**config.mk**
```make
export PLATFORM = sky130hd
export DESIGN_NAME = multi_project_selector
export DESIGN_NICKNAME = d
export VERILOG_FILES = /design/src/rtl/mps_pkg.sv /design/src/rtl/mps_wb_regs.sv /design/src/rtl/multi_project_selector.sv
export SDC_FILE = /design/constraint.sdc
export NUM_CORES = 1
export LEC_CHECK = 0
export CORE_MARGIN = 3
export CORE_UTILIZATION = 25
export CTS_CLUSTER_DIAMETER = 40
export DETAILED_ROUTE_END_ITERATION = 12
export GPL_TIMING_DRIVEN = 0
export PLACE_DENSITY = 0.61
export SETUP_SLACK_MARGIN = 0.4
export SYNTH_ARGS = -nofsm -noshare
export SYNTH_HDL_FRONTEND = slang
export SYNTH_SLANG_ARGS = --single-unit
```
**constraint.sdc**
```tcl
create_clock -name wb_clk_i -period 2.4 [get_ports wb_clk_i]
set_input_delay 0.36 -clock wb_clk_i [delete_from_list [all_inputs] [get_ports wb_clk_i]]
set_output_delay 0.36 -clock wb_clk_i [all_outputs]
set_load 0.05 [all_outputs]
```
**src/rtl/mps_pkg.sv**
```systemverilog
// Shared types and constants for the multi-project selector.
package mps_pkg;

  // Controller states; encoding is visible in STATUS[5:4].
  typedef enum logic [1:0] {
    ST_RUN   = 2'd0,
    ST_DRAIN = 2'd1,
    ST_RESET = 2'd2
  } mps_state_e;

  // Word offsets inside the 16-byte register window (address bits [3:2]).
  localparam logic [1:0] OFF_SEL      = 2'd0;
  localparam logic [1:0] OFF_SETTINGS = 2'd1;
  localparam logic [1:0] OFF_RST_LEN  = 2'd2;
  localparam logic [1:0] OFF_STATUS   = 2'd3;

  // Cycles the pads stay floated before designs are forced into reset.
  localparam logic [7:0] DRAIN_LEN = 8'd2;

  // Upper bound on hosted designs; the select field is 4 bits wide.
  localparam int MAX_PROJ = 16;

  // A reset-hold length of zero would never expire cleanly, so it is stored as one.
  function automatic logic [7:0] clamp_rst_len(input logic [7:0] value);
    return (value == 8'd0) ? 8'd1 : value;
  endfunction

endpackage

```
**src/rtl/mps_wb_regs.sv**
```systemverilog
// Wishbone slave: address decode, single-cycle ack, register file and error flag.
module mps_wb_regs
  import mps_pkg::*;
#(
  parameter int          N_PROJ      = 4,
  parameter int          SET_W       = 2,
  parameter logic [31:0] BASE_ADDR   = 32'h3000_0000,
  parameter int          RST_LEN_DEF = 16
) (
  input  logic             clk,
  input  logic             rst,
  input  logic             stb,
  input  logic             cyc,
  input  logic             we,
  input  logic [3:0]       sel,
  input  logic [31:0]      adr,
  input  logic [31:0]      dat_i,
  output logic             ack,
  output logic [31:0]      dat_o,
  input  logic [1:0]       state,
  input  logic [3:0]       cur_sel,
  output logic [3:0]       req_sel,
  output logic [SET_W-1:0] shadow,
  output logic [7:0]       rst_len,
  output logic             sel_go
);

  localparam logic [4:0] N_PROJ_W = 5'(N_PROJ);

  logic             hit_s;
  logic             access_s;
  logic             wr_s;
  logic             sel_valid_s;
  logic [1:0]       word_s;
  logic [31:0]      rdata_s;
  logic             unused_bits_s;

  logic             ack_r;
  logic [31:0]      dat_r;
  logic [3:0]       req_sel_r;
  logic [SET_W-1:0] shadow_r;
  logic [7:0]       rst_len_r;
  logic             err_r;
  logic             sel_go_r;

  // Decode the bus cycle; an access is refused in the ack cycle to force 2-cycle spacing.
  always_comb begin
    hit_s       = (adr[31:4] == BASE_ADDR[31:4]);
    access_s    = stb & cyc & hit_s & ~ack_r;
    wr_s        = access_s & we;
    word_s      = adr[3:2];
    sel_valid_s = ({1'b0, dat_i[3:0]} < N_PROJ_W);
  end

  // Read mux; unused bits read as zero.
  always_comb begin
    rdata_s = 32'd0;
    case (word_s)
      OFF_SEL:      rdata_s = {28'd0, req_sel_r};
      OFF_SETTINGS: rdata_s = {{(32-SET_W){1'b0}}, shadow_r};
      OFF_RST_LEN:  rdata_s = {24'd0, rst_len_r};
      OFF_STATUS:   rdata_s = {23'd0, err_r, 2'd0, state, cur_sel};
      default:      rdata_s = 32'd0;
    endcase
  end

  // Register file, ack/read-data pipeline and select-request pulse.
  always_ff @(posedge clk) begin
    if (rst) begin
      ack_r     <= 1'b0;
      dat_r     <= 32'd0;
      req_sel_r <= 4'd0;
      shadow_r  <= {SET_W{1'b0}};
      rst_len_r <= 8'(RST_LEN_DEF);
      err_r     <= 1'b0;
      sel_go_r  <= 1'b0;
    end else begin
      ack_r    <= access_s;
      sel_go_r <= 1'b0;
      dat_r    <= (access_s && !we) ? rdata_s : 32'd0;
      if (wr_s) begin
        case (word_s)
          OFF_SEL: begin
            if (sel[0]) begin
              if (sel_valid_s) begin
                req_sel_r <= dat_i[3:0];
                sel_go_r  <= 1'b1;
              end else begin
                err_r <= 1'b1;
              end
            end
          end
          OFF_SETTINGS: begin
            if (sel[0]) shadow_r <= dat_i[SET_W-1:0];
          end
          OFF_RST_LEN: begin
            if (sel[0]) rst_len_r <= clamp_rst_len(dat_i[7:0]);
          end
          OFF_STATUS: begin
            if (sel[1] && dat_i[8]) err_r <= 1'b0;
          end
          default: begin
          end
        endcase
      end
    end
  end

  assign unused_bits_s = ^{adr[1:0], dat_i[31:9], sel[3:2]};

  assign ack     = ack_r;
  assign dat_o   = dat_r;
  assign req_sel = req_sel_r;
  assign shadow  = shadow_r;
  assign rst_len = rst_len_r;
  assign sel_go  = sel_go_r;

endmodule

```
**src/rtl/multi_project_selector.sv**
```systemverilog
// Hosts N_PROJ user designs on one pad bank; switching drains the pads, holds
// every design in reset, latches settings and then releases the chosen design.
module multi_project_selector
  import mps_pkg::*;
#(
  parameter int          N_PROJ      = 4,
  parameter int          IO_W        = 33,
  parameter int          SET_W       = 2,
  parameter logic [31:0] BASE_ADDR   = 32'h3000_0000,
  parameter int          RST_LEN_DEF = 16
) (
  input  logic                     wb_clk_i,
  input  logic                     wb_rst_i,
  input  logic                     wbs_stb_i,
  input  logic                     wbs_cyc_i,
  input  logic                     wbs_we_i,
  input  logic [3:0]               wbs_sel_i,
  input  logic [31:0]              wbs_adr_i,
  input  logic [31:0]              wbs_dat_i,
  output logic                     wbs_ack_o,
  output logic [31:0]              wbs_dat_o,
  input  logic                     pad_rst_n,
  output logic [N_PROJ-1:0]        proj_rst,
  output logic [SET_W-1:0]         proj_settings,
  input  logic [N_PROJ*IO_W-1:0]   proj_io_out,
  input  logic [N_PROJ*IO_W-1:0]   proj_io_oeb,
  output logic [IO_W-1:0]          io_out,
  output logic [IO_W-1:0]          io_oeb
);

  localparam logic [N_PROJ-1:0] ALL_RST  = {N_PROJ{1'b1}};
  localparam logic [N_PROJ-1:0] ONE_HOT0 = {{(N_PROJ-1){1'b0}}, 1'b1};
  localparam logic [IO_W-1:0]   PAD_ZERO = {IO_W{1'b0}};
  localparam logic [IO_W-1:0]   PAD_FLT  = {IO_W{1'b1}};

  logic [3:0]       req_sel_s;
  logic [SET_W-1:0] shadow_s;
  logic [7:0]       rst_len_s;
  logic             sel_go_s;
  logic             pad_ok_s;

  logic [IO_W-1:0]  out_arr [MAX_PROJ];
  logic [IO_W-1:0]  oeb_arr [MAX_PROJ];

  logic [1:0]       pad_sync_r;
  mps_state_e       state_r;
  logic [7:0]       cnt_r;
  logic [3:0]       cur_sel_r;
  logic [SET_W-1:0] settings_r;
  logic [N_PROJ-1:0] proj_rst_r;
  logic [IO_W-1:0]  io_out_r;
  logic [IO_W-1:0]  io_oeb_r;

  mps_wb_regs #(
    .N_PROJ      (N_PROJ),
    .SET_W       (SET_W),
    .BASE_ADDR   (BASE_ADDR),
    .RST_LEN_DEF (RST_LEN_DEF)
  ) u_regs (
    .clk     (wb_clk_i),
    .rst     (wb_rst_i),
    .stb     (wbs_stb_i),
    .cyc     (wbs_cyc_i),
    .we      (wbs_we_i),
    .sel     (wbs_sel_i),
    .adr     (wbs_adr_i),
    .dat_i   (wbs_dat_i),
    .ack     (wbs_ack_o),
    .dat_o   (wbs_dat_o),
    .state   (state_r),
    .cur_sel (cur_sel_r),
    .req_sel (req_sel_s),
    .shadow  (shadow_s),
    .rst_len (rst_len_s),
    .sel_go  (sel_go_s)
  );

  // Unpack the flattened design buses into a fixed 16-entry table indexed by a 4-bit select.
  for (genvar k = 0; k < MAX_PROJ; k++) begin : g_unpack
    if (k < N_PROJ) begin : g_used
      assign out_arr[k] = proj_io_out[k*IO_W +: IO_W];
      assign oeb_arr[k] = proj_io_oeb[k*IO_W +: IO_W];
    end else begin : g_unused
      assign out_arr[k] = PAD_ZERO;
      assign oeb_arr[k] = PAD_FLT;
    end
  end

  // Two-flop synchroniser for the external reset pin; idles high so it adds no hold after wb reset.
  always_ff @(posedge wb_clk_i) begin
    if (wb_rst_i) begin
      pad_sync_r <= 2'b11;
    end else begin
      pad_sync_r <= {pad_sync_r[0], pad_rst_n};
    end
  end

  assign pad_ok_s = pad_sync_r[1];

  // Switch controller: state, shared drain/reset counter and all registered pad/reset outputs.
  always_ff @(posedge wb_clk_i) begin
    if (wb_rst_i) begin
      state_r    <= ST_RESET;
      cnt_r      <= 8'd0;
      cur_sel_r  <= 4'd0;
      settings_r <= {SET_W{1'b0}};
      proj_rst_r <= ALL_RST;
      io_out_r   <= PAD_ZERO;
      io_oeb_r   <= PAD_FLT;
    end else if (!pad_ok_s) begin
      state_r    <= ST_RESET;
      cnt_r      <= 8'd0;
      proj_rst_r <= ALL_RST;
      io_out_r   <= PAD_ZERO;
      io_oeb_r   <= PAD_FLT;
    end else begin
      case (state_r)
        ST_RUN: begin
          if (sel_go_s) begin
            state_r  <= ST_DRAIN;
            cnt_r    <= 8'd0;
            io_out_r <= PAD_ZERO;
            io_oeb_r <= PAD_FLT;
          end else begin
            proj_rst_r <= ~(ONE_HOT0 << cur_sel_r);
            io_out_r   <= out_arr[cur_sel_r];
            io_oeb_r   <= oeb_arr[cur_sel_r];
          end
        end
        ST_DRAIN: begin
          io_out_r <= PAD_ZERO;
          io_oeb_r <= PAD_FLT;
          if (cnt_r >= (DRAIN_LEN - 8'd1)) begin
            state_r    <= ST_RESET;
            cnt_r      <= 8'd0;
            proj_rst_r <= ALL_RST;
          end else begin
            cnt_r <= cnt_r + 8'd1;
          end
        end
        ST_RESET: begin
          if (sel_go_s) begin
            cnt_r      <= 8'd0;
            proj_rst_r <= ALL_RST;
            io_out_r   <= PAD_ZERO;
            io_oeb_r   <= PAD_FLT;
          end else if (cnt_r >= (rst_len_s - 8'd1)) begin
            state_r    <= ST_RUN;
            cnt_r      <= 8'd0;
            cur_sel_r  <= req_sel_s;
            settings_r <= shadow_s;
            proj_rst_r <= ~(ONE_HOT0 << req_sel_s);
            io_out_r   <= out_arr[req_sel_s];
            io_oeb_r   <= oeb_arr[req_sel_s];
          end else begin
            cnt_r      <= cnt_r + 8'd1;
            proj_rst_r <= ALL_RST;
            io_out_r   <= PAD_ZERO;
            io_oeb_r   <= PAD_FLT;
          end
        end
        default: begin
          state_r    <= ST_RESET;
          cnt_r      <= 8'd0;
          proj_rst_r <= ALL_RST;
          io_out_r   <= PAD_ZERO;
          io_oeb_r   <= PAD_FLT;
        end
      endcase
    end
  end

  assign proj_rst      = proj_rst_r;
  assign proj_settings = settings_r;
  assign io_out        = io_out_r;
  assign io_oeb        = io_oeb_r;

endmodule

```
# Word level (Yosys, flattened, before mapping)
# Cells that the tools add are included.
# word_totals
register_bits,137
input_bits,338
wordCells,112
# classes
bitwise,15
eq_ne,14
order_cmp,5
add_sub_neg,2
mux,42
shift,2
reduce_logical,17
# ops
operator,count
$bmux W33 S4,4
$mux W33,14
$pmux W33 S2,2
$pmux W32 S4,1
$mux W8,5
$eq A28 B26 Y1 const B,1
$pmux W8 S3,1
$mux W4,4
$ne A2 B2 Y1 const B,6
$pmux W4 S3,1
$reduce_and A4 Y1,3
$ge A5 B5 Y1 const B,2
$not A4 Y5,2
$add A8 B1 Y8 const B,1
$ge A8 B1 Y1 const B,1
$ge A8 B8 Y1,1
$logic_not A8 Y1,1
$mux W2,4
$not A4 Y4,2
$shl A1 B4 Y4 const A,2
$sub A8 B1 Y8 const B,1
$not A1 Y1,7
$eq A2 B2 Y1 const B,3
$pmux W2 S3,1
other kinds (15),27

# Logic depth before layout (Yosys ltp)
# Gate-level depths: netlist of the first run.
# logic_depth
word_depth,7
mapped_depth,13

# By module
# Synthesis of the first run repeated with hierarchy kept, for this count alone.
# hier_totals
cells_unflattened,746
hier_area_um2,8341.8
# by_module_without_submodules
module,cells_per_inst,area_per_inst_um2,instances,seq_area_each_um2
multi_project_selector,599,6876.6,1,1761.7
mps_wb_regs,147,1465.2,1,520.5

# Worst setup path after synthesis of the first run
# OpenSTA, ideal clock, no wires.
# synth_path
path_type,flip-flop to flip-flop
from,reg u_regs.rst_len_r[2] (netlist: u_regs.rst_len[2])
to,reg io_out_r[23] (netlist: io_out[23])
synth_period_minus_slack_ps,2375
path_stages_with_launch,12
arrival_ps,2245
path_buffers,1
slack_ps,25
path_cell_list,dfxtp_1 > nor2_1 > nand3_1 > nor4_1 > xnor2_1 > ha_1 > and2_0 > a221oi_1 > o21ai_1 > nand4_1 > buf_2 > o22ai_1
# synth_between
elab_chain_len,5
# synth_rtl
element,line,source
"start, declared",mps_wb_regs.sv:42,logic [7:0] rst_len_r;
"start signal, assigned",mps_wb_regs.sv:74,rst_len_r <= 8'(RST_LEN_DEF);
"start signal, assigned",mps_wb_regs.sv:97,if (sel[0]) rst_len_r <= clamp_rst_len(dat_i[7:0]);
$sub A8 B1 Y8,multi_project_selector.sv:147,end else if (cnt_r >= (rst_len_s - 8'd1)) begin
$ge A8 B8 Y1,multi_project_selector.sv:147,
$mux W33,multi_project_selector.sv:147,
$mux W33,multi_project_selector.sv:142,if (sel_go_s) begin
$pmux W33 S2,multi_project_selector.sv:117,case (state_r)
"end signal, assigned",multi_project_selector.sv:126,io_out_r <= out_arr[cur_sel_r];
"end signal, assigned",multi_project_selector.sv:153,io_out_r <= out_arr[req_sel_s];
"end, declared",multi_project_selector.sv:51,logic [IO_W-1:0] io_out_r;
# No other way between the ends.
# A chain may end at the register's enable or synchronous reset.

# Final worst setup path of the first run
# layout_path
from,reg u_regs.rst_len_r[0] (netlist: u_regs.rst_len[0])
to,reg io_out_r[10] (netlist: io_out[10])
# Same word-level chain as after synthesis.

==> run_results.csv, run 1 <==
group,metric,value,unit
pwr,p_int,4010,uW
route,ant_nets,0,
timing,timing.fmax,398,MHz
synthesis,synthXorXnorAreaFrac,0.842,%
setup_path,ff2ff_setup_slack,-0.11,ns
synthesis,synth-main-ff-cell,"dfxtp_1",
floorplanning,io_pins,443,
synthesis,synth_simple_gate_area_share,10.9,%
synthesis,syn_area_per_cell,10.9,sq um
final_layout,syn_to_final_growth,72.0,%
synthesis,synth.cell_area,0.00833,sq mm
route,wire_per_inst,20.9,microns
setup_path,crit_path_top_delay_cell,"dfxtp_4",
hold_path,hp-class,"input pin to flip-flop",
synthesis,yosysUniqueCellTypes,62,
hold_path,min_from,"wbs_adr_i[3]",
floorplanning,core,0.0327,sq mm
pwr,power_frac_seq,35.0,%
synthesis,async_flop_share,0,%
synthesis,ys_warn_count,0,
setup_path,rr_startpoint,"u_regs.rst_len[0]$_SDFFE_PP0P_",
timing,setup_viol,72,
clock_network,clk_latency,0.43,ns
final_layout,num_antenna_cells,0,
setup_path,cpPeakStageDelay,0.36,ns
clock_network,numCtsBuffers,17,
grt,grt_most_used_layer,"met2",
setup_path,crit_required,2.67,ns
clock_network,cts_root_buf,"clkbuf_16",
setup_path,critPathMaxFanout,8,
grt,met2_usage,32.4,%
setup_path,cp-start-kind,"flip-flop",
grt,grt_pass1_wl,50.9,mm
clock_network,cts.clk_slew.worst_paths,0.06,ns
setup_path,worstSetupPathType,"flip-flop to flip-flop",
grt,grtUsageMet1,22.7,%
floorplanning,die-area,0.0355,sq mm
placement,place_hpwl,27.2,mm
synthesis,ys_seq_elements,114,
synthesis,ys_seq_area_share,27.4,%
grt,grt_max_degree,17,
route,vias_per_cell,4.94,
route,drt_wl_total,35.0,mm
placement,placed_cell_area,0.0130,sq mm
timing,worst_pin_slew,0.907,ns
timing,min_period,2.51,ns
synthesis,syn_inst,763,
clock_network,cts_tree,"yes",
floorplanning,initial_core_util,25.5,%
timing,finalMaxSlewViolations,0,
timing,fin_ws,-0.114,ns
clock_network,clockBufferDepth,2,
pwr,p_leak,0.00511,uW
synthesis,muxShareOfSynthArea,38.7,%
timing,post-route-period-util,105,%
route,drc_errors,0,
synthesis,synthAdderAreaFrac,2.25,%
synthesis,synth_compound_area_share,10.6,%
final_layout,finish.instance_area,0.0143,sq mm
timing,slew-limit-headroom,39.6,%
final_layout,layout-drive-gt1-share,27.5,%
floorplanning,die_w,188,microns
pwr,power_density,379,mW/mm^2
pwr,ir_drop,0.000450,V
synthesis,synth_edf_count,0,
floorplanning,rows,66,
synthesis,synth_top_family_by_area,"multiplexers",
pwr,comb_power_share,18.3,%
route,drt_pass1_iterations,4,
hold_path,hold-path-endpoint,"u_regs.dat_o[3]$_SDFF_PP0_",
run_status,status,"finished, violations left",
grt,grt_pass1_vias,8406,
timing,finalHoldViolations,0,
clock_network,cts.htree.levels,4,
clock_network,clock_sinks,114,
setup_path,r2r_cells,13,
run,cap_violations,0,
grt,track_usage,18.8,%
placement,place_congestion,0.838,
grt,grt_antenna_before_repair,2,
pwr,clockPowerShare,46.7,%
floorplanning,die_y,188,microns
placement,port_buffers,391,
setup_path,crit_chain,"inv_4 -> buf_6 -> nand3_4 -> nor2_2 -> xnor2_1 -> ha_1 -> a21o_1 -> a221oi_4 -> o21ai_1 -> nand4_1 -> buf_12 -> buf_8 -> o22ai_1",
run_status,violations,"negative setup slack",
route,via_count,8273,
timing,clock_skew,0.0109,ns
final_layout,nNetsFinal,1573,
setup_path,reg2reg_to,"io_out[10]$_SDFF_PP0_",
hold_path,worstHoldPathCells,3,
route,drt_iter0_drc,301,
grt,use_met3,5.56,%
final_layout,post-route-util,43.8,%
setup_path,cp.arrival,2.78,ns
pwr,switching_power,1420,uW
timing,rsz0062_at_grt,"yes",
setup_path,cp-end-kind,"flip-flop",
grt,overflow,0,
pwr,p_sw_share,26.1,%
==> cells in the final DEF, fill, tap and decap left out, drive strengths merged, types with 5 or more instances in the layout <==
cell and instances:
and2 6, and3 5, buf 74, clkbuf 58, clkdlybuf4s50 382, clkinv 6, conb 23, dfxtp 114
dlygate4sd2 7, ha 15, inv 84, mux2i 18, mux4 134, nand2 20, nand2b 19, nand3 39
nand4 7, nor2 24, nor3 7, nor4 10, o21ai 80, o22ai 37, or2 5, xnor2 7
==> synthesized netlist by cell type, drive strengths merged, types with 6 or more instances <==
master | n | share of area [%]
xnor2 | 7 | 0.74
o21ai | 80 | 4.9
o22ai | 37 | 2.8
dfxtp | 114 | 27
nand2 | 20 | 0.90
nand2b | 19 | 1.4
mux2i | 18 | 2.2
nor3 | 7 | 0.42
and2 | 6 | 0.45
clkbuf | 37 | 1.8
inv | 77 | 3.5
ha | 15 | 2.3
nand3 | 39 | 2.3
nor2 | 24 | 1.2
mux4 | 134 | 36
nand4 | 7 | 0.60
nor4 | 10 | 1.2
buf | 53 | 4.0
==> worst max-delay path by stage <==
stage | start | slack [ns] | depth (start not counted) | end
after global placement | u_regs.rst_len[3]$_SDFFE_PP0P_ | -0.46 | 11 | io_out[2]$_SDFF_PP0_
after floorplan | u_regs.rst_len[3]$_SDFFE_PP0P_ | 0.15 | 12 | io_oeb[10]$_SDFF_PP1_
final | u_regs.rst_len[0]$_SDFFE_PP0P_ | -0.11 | 13 | io_out[10]$_SDFF_PP0_
after global routing | u_regs.rst_len[0]$_SDFFE_PP0P_ | -0.23 | 13 | io_out[10]$_SDFF_PP0_
after detailed placement | u_regs.rst_len[3]$_SDFFE_PP0P_ | -0.47 | 11 | io_out[2]$_SDFF_PP0_
after CTS | u_regs.rst_len[3]$_SDFFE_PP0P_ | -0.09 | 12 | io_out[10]$_SDFF_PP0_
==> routing by layer <==
metal	wire [microns]	up-vias	share of wire, %
li1	-	3793	-
met1	14100	4037	40
met2	17000	387	49
met3	2960	56	8.5
met4	981	0	2.8
met5	0	-	0
==> sequential cells by signal (all words and copies together), names as in the netlist <==
signal and flops:
u_regs.sel_go 1, proj_settings 2, u_regs.shadow 2, cur_sel_r 4, u_regs.req_sel 4, state_r 2
io_oeb 33, u_regs.ack 1, pad_sync_r 2, u_regs.err_r 1, io_out 33, u_regs.dat_o 9
cnt_r 8, proj_rst 4, u_regs.rst_len 8
==> worst max-delay path: cells and delay by family, from the launching register on <==
kind,cells,cell delay (ns)
adders and majority gates,1,0.27
buffers and inverters,4,0.48
AOI/OAI and AO/OA,4,0.74
xor gates and xnor gates,1,0.15
DFF,1,0.36
and+or+nand+nor,3,0.33
==> power groups by stage <==
| stage | combinational (uW) | clock [uW] | sequential, uW |
|---|---|---|---|
| after global routing | 1050 | 2700 | 1900 |
| after global placement | 954 | 0 | 1950 |
| after floorplan | 364 | 0 | 1940 |
| after CTS | 984 | 2600 | 1900 |
| final | 991 | 2530 | 1900 |
| after detailed placement | 971 | 0 | 1950 |
==> area by class of cell <==
class	count	area, sq um
fillers	3094	18400
multi-input cells	504	5810
repair buffers	416	4250
flip-flops and latches	114	2290
well taps	442	553
plain buffers	90	552
clock buffers	17	425
inverters	77	294
clock inverters	15	149
==> through the flow <==
| stage | hold WS (ns) | setup WS, ns | instances | setup TNS (ns) | power (uW) |
|---|---|---|---|---|---|
| after floorplan | 0.389 | 0.146 | 785 | 0 | 2310 |
| after detailed placement | 0.424 | -0.471 | 1618 | -17.97 | 2920 |
| after global routing | 0.309 | -0.230 | 1675 | -14.22 | 5650 |
| final | 0.298 | -0.114 | 1675 | -4.21 | 5420 |
| after CTS | 0.276 | -0.0900 | 1666 | -2.63 | 5490 |
| after global placement | 0.432 | -0.465 | 1618 | -16.42 | 2900 |
==> kinds of logic after synthesis <==
logic type,Yosys count
DFF,114
muxes,154
and+or+nand+nor,159
xor gates and xnor gates,8
adders and majority gates,15
AOI/OAI and AO/OA,145
other,1
buffers and inverters,167
==> what timing repair did <==
action | CTS | global route
buffers inserted | 14 | 5
endpoints found under the setup margin | 91 | 88
cloned | 2 | 4
gates resized for setup | 71 | 30
hold buffers | 0 | 0
pin swaps | 14 | 6
(Power assumes the default switching activity.)
==> run 2: changes to the inputs <==
PLACE_DENSITY = 0.59   (was 0.61)
clock period = 3.2 ns   (was 2.4 ns; I/O delays follow)
==> run 2 against run 1 <==
Compared with the run above: the run now ends clean; sequential power fell by 25%; first-iteration DRC count grew 38%; non-clock buffer count shrank 21; cell area shrank 4.5%; global-route usage down 0.40 points; combinational power is 26% lower; register-to-register slack gained 0.66 ns; total power is 21% lower; clock-buffer cell count rose by 1; clock skew down 0.00053 ns.
==> run_results.csv, run 2 (synthesis results as in run 1) <==
group,metric,value,unit
route,via_count,8109,
placement,placed_cell_area,0.0129,sq mm
setup_path,critPathMaxFanout,10,
grt,use_met3,4.80,%
timing,timing.fmax,377,MHz
route,vias_per_cell,4.90,
floorplanning,die_y,188,microns
grt,grtUsageMet1,23.0,%
pwr,ir_drop,0.000342,V
pwr,switching_power,1020,uW
final_layout,layout_commonest_cell,"clkdlybuf4s50_1",
hold_path,hp-class,"input pin to flip-flop",
pwr,clockPowerShare,49.5,%
timing,worst_pin_slew,0.814,ns
final_layout,nNetsFinal,1552,
floorplanning,initial_core_util,25.5,%
grt,track_usage,18.4,%
setup_path,ff2ff_setup_slack,0.55,ns
clock_network,cts.htree.levels,4,
route,ant_nets,0,
setup_path,cp-end-kind,"flip-flop",
pwr,power_density,312,mW/mm^2
route,drt_pass1_iterations,5,
timing,clock_skew,0.0104,ns
final_layout,finish.instance_area,0.0137,sq mm
clock_network,cts_root_buf,"clkbuf_16",
final_layout,fin_cells,1656,
placement,port_buffers,391,
final_layout,layout-drive-gt1-share,21.0,%
pwr,power_frac_seq,33.4,%
pwr,comb_power_share,17.1,%
grt,overflow,0,
floorplanning,die-area,0.0355,sq mm
timing,rsz0062_at_grt,"yes",
timing,setup_viol,0,
clock_network,numCtsBuffers,17,
setup_path,crit_required,3.49,ns
placement,dp.cells,1618,
timing,post-route-period-util,82.8,%
setup_path,cp.arrival,2.94,ns
pwr,p_leak,0.00486,uW
grt,grt_max_degree,17,
grt,grt_pass1_wl,50.0,mm
route,drt_iter0_drc,415,
final_layout,final_cell_mix,"clkdlybuf4s50_1 (391), mux4_2 (134), dfxtp_1 (112)",
floorplanning,core,0.0327,sq mm
grt,grt_most_used_layer,"met2",
placement,place_hpwl,26.6,mm
floorplanning,rows,66,
run,cap_violations,0,
timing,min_period,2.65,ns
grt,grt_pass1_vias,8331,
floorplanning,die_w,188,microns
setup_path,reg2reg_to,"io_oeb[10]$_SDFF_PP1_",
route,drt_wl_total,33.5,mm
final_layout,fillers,3170,
run_status,status,"finished, final reports clean",
clock_network,cts_tree,"yes",
route,drc_errors,0,
floorplanning,io_pins,443,
grt,grt_antenna_before_repair,2,
clock_network,clk_latency,0.42,ns
timing,slew-limit-headroom,45.7,%
clock_network,cts.clk_slew.worst_paths,0.07,ns
grt,met2_usage,31.0,%
setup_path,worstSetupPathType,"flip-flop to flip-flop",
pwr,p_int,3250,uW
setup_path,cp-start-kind,"flip-flop",
placement,place_congestion,0.802,
setup_path,rr_startpoint,"u_regs.rst_len[2]$_SDFFE_PP0P_",
final_layout,post-route-util,41.8,%
timing,finalHoldViolations,0,
setup_path,crit_start,"u_regs.rst_len[2]$_SDFFE_PP0P_",
clock_network,clock_sinks,114,
setup_path,crit_end,"io_oeb[10]$_SDFF_PP1_",
final_layout,syn_to_final_growth,64.3,%
timing,finalMaxSlewViolations,0,
route,wire_per_inst,20.2,microns
setup_path,r2r_cells,13,
clock_network,clockBufferDepth,2,
pwr,p_sw_share,23.9,%
## run 2: cell count changes in the layout (fill, tap and decap cells not counted), moves of 4 or more
cell,delta
o21ai_1,-4
o22ai_2,-16
dlygate4sd2_1,-7
buf_4,-9
clkbuf_16,-4
o22ai_1,+18
nand3_2,-28
buf_8,-5
o21ai_0,+5
nand3_1,+30
clkdlybuf4s50_1,+9
## run 2: how the worst min path moves through the flow
stage,from,end,slack (ns),depth (start not counted)
CTS,wbs_adr_i[3],u_regs.dat_o[2]$_SDFF_PP0_,0.38,3
floorplan,pad_sync_r[0]$_SDFF_PP1_,pad_sync_r[1]$_SDFF_PP1_,0.39,1
detailed placement,pad_sync_r[0]$_SDFF_PP1_,pad_sync_r[1]$_SDFF_PP1_,0.40,1
finish,wbs_adr_i[3],u_regs.dat_o[2]$_SDFF_PP0_,0.41,3
global placement,pad_sync_r[0]$_SDFF_PP1_,pad_sync_r[1]$_SDFF_PP1_,0.40,1
global route,wbs_adr_i[3],u_regs.dat_o[2]$_SDFF_PP0_,0.40,3
## run 2: power by group through the flow
stage / Combinational, uW / Clock (uW) / Sequential [uW]
after floorplan: 272 / 0 / 1460
after global placement: 712 / 0 / 1460
after detailed placement: 726 / 0 / 1460
after CTS: 730 / 2160 / 1430
after global routing: 773 / 2220 / 1430
final: 729 / 2120 / 1430
## run 2: critical path, cell delays in order, from the launching register on
cell       delay [ns]
dfxtp_2          0.35
nor2_2           0.12
nand3_1          0.13
nor4_2           0.27
xnor2_1          0.14
ha_1             0.31
and2_4           0.17
o2111ai_4        0.13
o211a_1          0.23
buf_4            0.17
nor2_4           0.10
buf_12           0.14
buf_6            0.15
nand3_1          0.11
## run 2: layout make-up
class / count / area, sq um / share of cell area [%]
inverters: 77 / 289 / 2.11
well taps: 442 / 553 / 4.04
repair buffers: 395 / 3970 / 29.0
multi-input cells: 504 / 5420 / 39.6
diodes: 2 / 5.00 / 0.0366
clock inverters: 14 / 204 / 1.49
flip-flops and latches: 114 / 2280 / 16.7
plain buffers: 90 / 517 / 3.78
clock buffers: 18 / 439 / 3.21
## run 2: through the flow
stage | setup TNS (ns) | hold WS [ns] | power [uW] | worst slack (ns)
final | 0 | 0.413 | 4270 | 0.549
after global routing | 0 | 0.397 | 4420 | 0.364
after CTS | 0 | 0.383 | 4320 | 0.373
after detailed placement | -0.00918 | 0.400 | 2190 | -0.00918
after global placement | 0 | 0.401 | 2170 | 0.0403
after floorplan | 0 | 0.389 | 1730 | 0.825
## run 2: metal layers
layer | wire length, microns | vias to the layer above
li1 | - | 3748
met1 | 14000 | 3968
met2 | 16400 | 348
met3 | 2290 | 45
met4 | 841 | 0
met5 | 0 | -
## run 2: repair_timing
action                     CTS  global route
hold buffers                 0             0
setup endpoints to repair   61            81
setup buffers                3             1
hold endpoints to repair     0             0
pin swaps                    1             4
gates resized for setup      5            22
==> run 3: changes to the inputs <==
PLACE_DENSITY = 0.61   (was 0.59)
clock period = 2.1 ns   (was 3.2 ns; I/O delays follow)
==> run 3 against run 2 <==
Compared with the run above: the run now ends with negative setup slack left; largest cell class unchanged; wire length rose by 5.2%; cell area rose by 5.9%; sequential share of layout area fell by 0.86 points; sequential cell count did not move; first-iteration DRC count fell by 33%; highest routed layer unchanged.
==> run_results.csv, run 3 (synthesis results as in run 1) <==
group,metric,value,unit
clock_network,clockBufferDepth,2,
pwr,power_density,428,mW/mm^2
clock_network,clk_latency,0.43,ns
route,vias_per_cell,4.95,
route,wire_per_inst,20.9,microns
run_status,status,"finished, violations left",
timing,min_period,2.50,ns
timing,finalHoldViolations,0,
floorplanning,die-area,0.0355,sq mm
grt,grt_max_degree,17,
setup_path,critPathMaxFanout,8,
run,cap_violations,0,
setup_path,crit_path_top_delay_cell,"dfxtp_4",
final_layout,fillers,3100,
timing,worst_pin_slew,0.933,ns
setup_path,cpPeakStageDelay,0.36,ns
floorplanning,io_pins,443,
timing,fin_ws,-0.402,ns
setup_path,cp-end-kind,"flip-flop",
setup_path,crit_end,"io_out[10]$_SDFF_PP0_",
route,drt_iter0_drc,279,
run_status,violations,"negative setup slack",
grt,grt_antenna_before_repair,2,
clock_network,numCtsBuffers,17,
final_layout,post-route-util,44.3,%
route,ant_nets,0,
route,drt_pass1_iterations,5,
timing,setup_viol,86,
placement,place_ws,-0.771,ns
grt,track_usage,18.9,%
route,drc_errors,0,
setup_path,r2r_cells,13,
grt,overflow,0,
pwr,p_int,4580,uW
floorplanning,initial_core_util,25.5,%
clock_network,cts_root_buf,"clkbuf_16",
grt,grt_pass1_vias,8453,
clock_network,cts.clk_slew.worst_paths,0.07,ns
setup_path,rr_startpoint,"u_regs.rst_len[0]$_SDFFE_PP0P_",
final_layout,final_cell_mix,"clkdlybuf4s50_1 (284), mux4_2 (134), dfxtp_1 (109)",
setup_path,crit_required,2.37,ns
timing,slew-limit-headroom,37.8,%
pwr,comb_power_share,18.4,%
floorplanning,die_w,188,microns
timing,clock_skew,0.0122,ns
placement,place_hpwl,27.2,mm
setup_path,cp-start-kind,"flip-flop",
floorplanning,core,0.0327,sq mm
floorplanning,die_y,188,microns
pwr,p_leak,0.00554,uW
final_layout,layout_commonest_cell,"clkdlybuf4s50_1",
final_layout,nNetsFinal,1582,
clock_network,clock_sinks,114,
timing,finalMaxSlewViolations,0,
timing,post-route-period-util,119,%
route,drt_wl_total,35.3,mm
pwr,p_sw_share,26.2,%
final_layout,syn_to_final_growth,74.0,%
pwr,ir_drop,0.000516,V
pwr,power_frac_seq,35.0,%
grt,grt_pass1_wl,51.3,mm
setup_path,worstSetupPathType,"flip-flop to flip-flop",
hold_path,hp-class,"input pin to flip-flop",
setup_path,ff2ff_setup_slack,-0.40,ns
clock_network,cts.htree.levels,4,
timing,totalNegativeSetupSlack,-28.48,ns
setup_path,crit_chain,"inv_4 -> buf_6 -> nand3_4 -> nor4_4 -> xnor2_1 -> ha_1 -> buf_4 -> a221oi_4 -> o21ai_1 -> nand4_1 -> buf_12 -> buf_8 -> o22ai_1",
final_layout,layout-drive-gt1-share,29.2,%
final_layout,num_antenna_cells,0,
timing,rsz0062_at_grt,"yes",
placement,port_buffers,391,
timing,timing.fmax,400,MHz
floorplanning,rows,66,
pwr,clockPowerShare,46.6,%
placement,place_congestion,0.838,
clock_network,cts_tree,"yes",
setup_path,crit_start,"u_regs.rst_len[0]$_SDFFE_PP0P_",
setup_path,cp.arrival,2.77,ns
route,via_count,8338,
setup_path,reg2reg_to,"io_out[10]$_SDFF_PP0_",
pwr,switching_power,1630,uW
[run 3: cell count changes in the layout (fill, tap and decap cells not counted), sizes merged]
cell and delta:
diode -2, clkdlybuf4s15 +5, clkinv +1, buf +26, dlygate4sd2 +78, dlymetal6s2s +24, clkinvlp -2, clkbuf +3
inv +5, clkdlybuf4s50 -107, bufinv -3
[run 3: worst min-delay path by stage]
stage                              start                         end  cells after the start
2_1_floorplan   pad_sync_r[0]$_SDFF_PP1_    pad_sync_r[1]$_SDFF_PP1_                      1
3_3_place_gp   u_regs.err_r$_SDFFE_PP0P_  u_regs.dat_o[8]$_SDFF_PP0_                      2
3_5_place_dp    pad_sync_r[0]$_SDFF_PP1_    pad_sync_r[1]$_SDFF_PP1_                      1
4_1_cts                     wbs_adr_i[3]  u_regs.dat_o[3]$_SDFF_PP0_                      3
5_1_grt                     wbs_adr_i[3]  u_regs.dat_o[3]$_SDFF_PP0_                      3
6_report                    wbs_adr_i[3]  u_regs.dat_o[3]$_SDFF_PP0_                      3
[run 3: worst max-delay path, delay by kind of cell, from the launching register on]
family	cells	cell delay [ns]
and+or+nand+nor	3	0.37
xor gates and xnor gates	1	0.15
adders and majority gates	1	0.26
buffers and inverters	5	0.63
AOI/OAI and AO/OA	3	0.55
DFF	1	0.36
[run 3: timing repair]
item	CTS	global route
hold endpoints to repair	0	0
setup endpoints to repair	188	112
cloned	3	4
setup buffers	20	7
resized for setup	163	72
pin swaps	21	21
hold buffers	0	0
[run 3: area by class of cell]
class                      count  area (sq um)  area share [%]
tap                          442           553            3.82
clock buffer                  17           425            2.94
buffer                        90           562            3.88
sequential                   114          2300            15.8
clock inverter                15           149            1.03
multi-input combinational    504          5900            40.8
inverter                      77           294            2.03
timing repair buffer         425          4310            29.7
[run 3: through the flow]
step / power [uW] / cells / area, sq um / hold slack [ns]
2_1_floorplan: 2640 / 785 / 8510 / 0.389
3_5_place_dp: 3330 / 1618 / 13000 / 0.424
5_1_grt: 6460 / 1684 / 14500 / 0.271
3_3_place_gp: 3310 / 1618 / 13000 / 0.432
4_1_cts: 6280 / 1673 / 14000 / 0.234
6_report: 6200 / 1684 / 14500 / 0.260
[run 3: per-layer routing]
layer,vias up,wire length [microns],GRT usage (%)
met3,61,2960,5.51
met2,397,17200,32.7
met4,0,974,5.76
met5,-,0,0
li1,3822,-,-
met1,4058,14100,22.8
[run 3: power by group through the flow]
stage / Sequential [uW] / Combinational (uW) / Clock [uW]
after detailed placement: 2220 / 1110 / 0
after global placement: 2220 / 1090 / 0
after floorplan: 2220 / 417 / 0
final: 2170 / 1140 / 2890
after CTS: 2170 / 1130 / 2980
after global routing: 2170 / 1210 / 3080
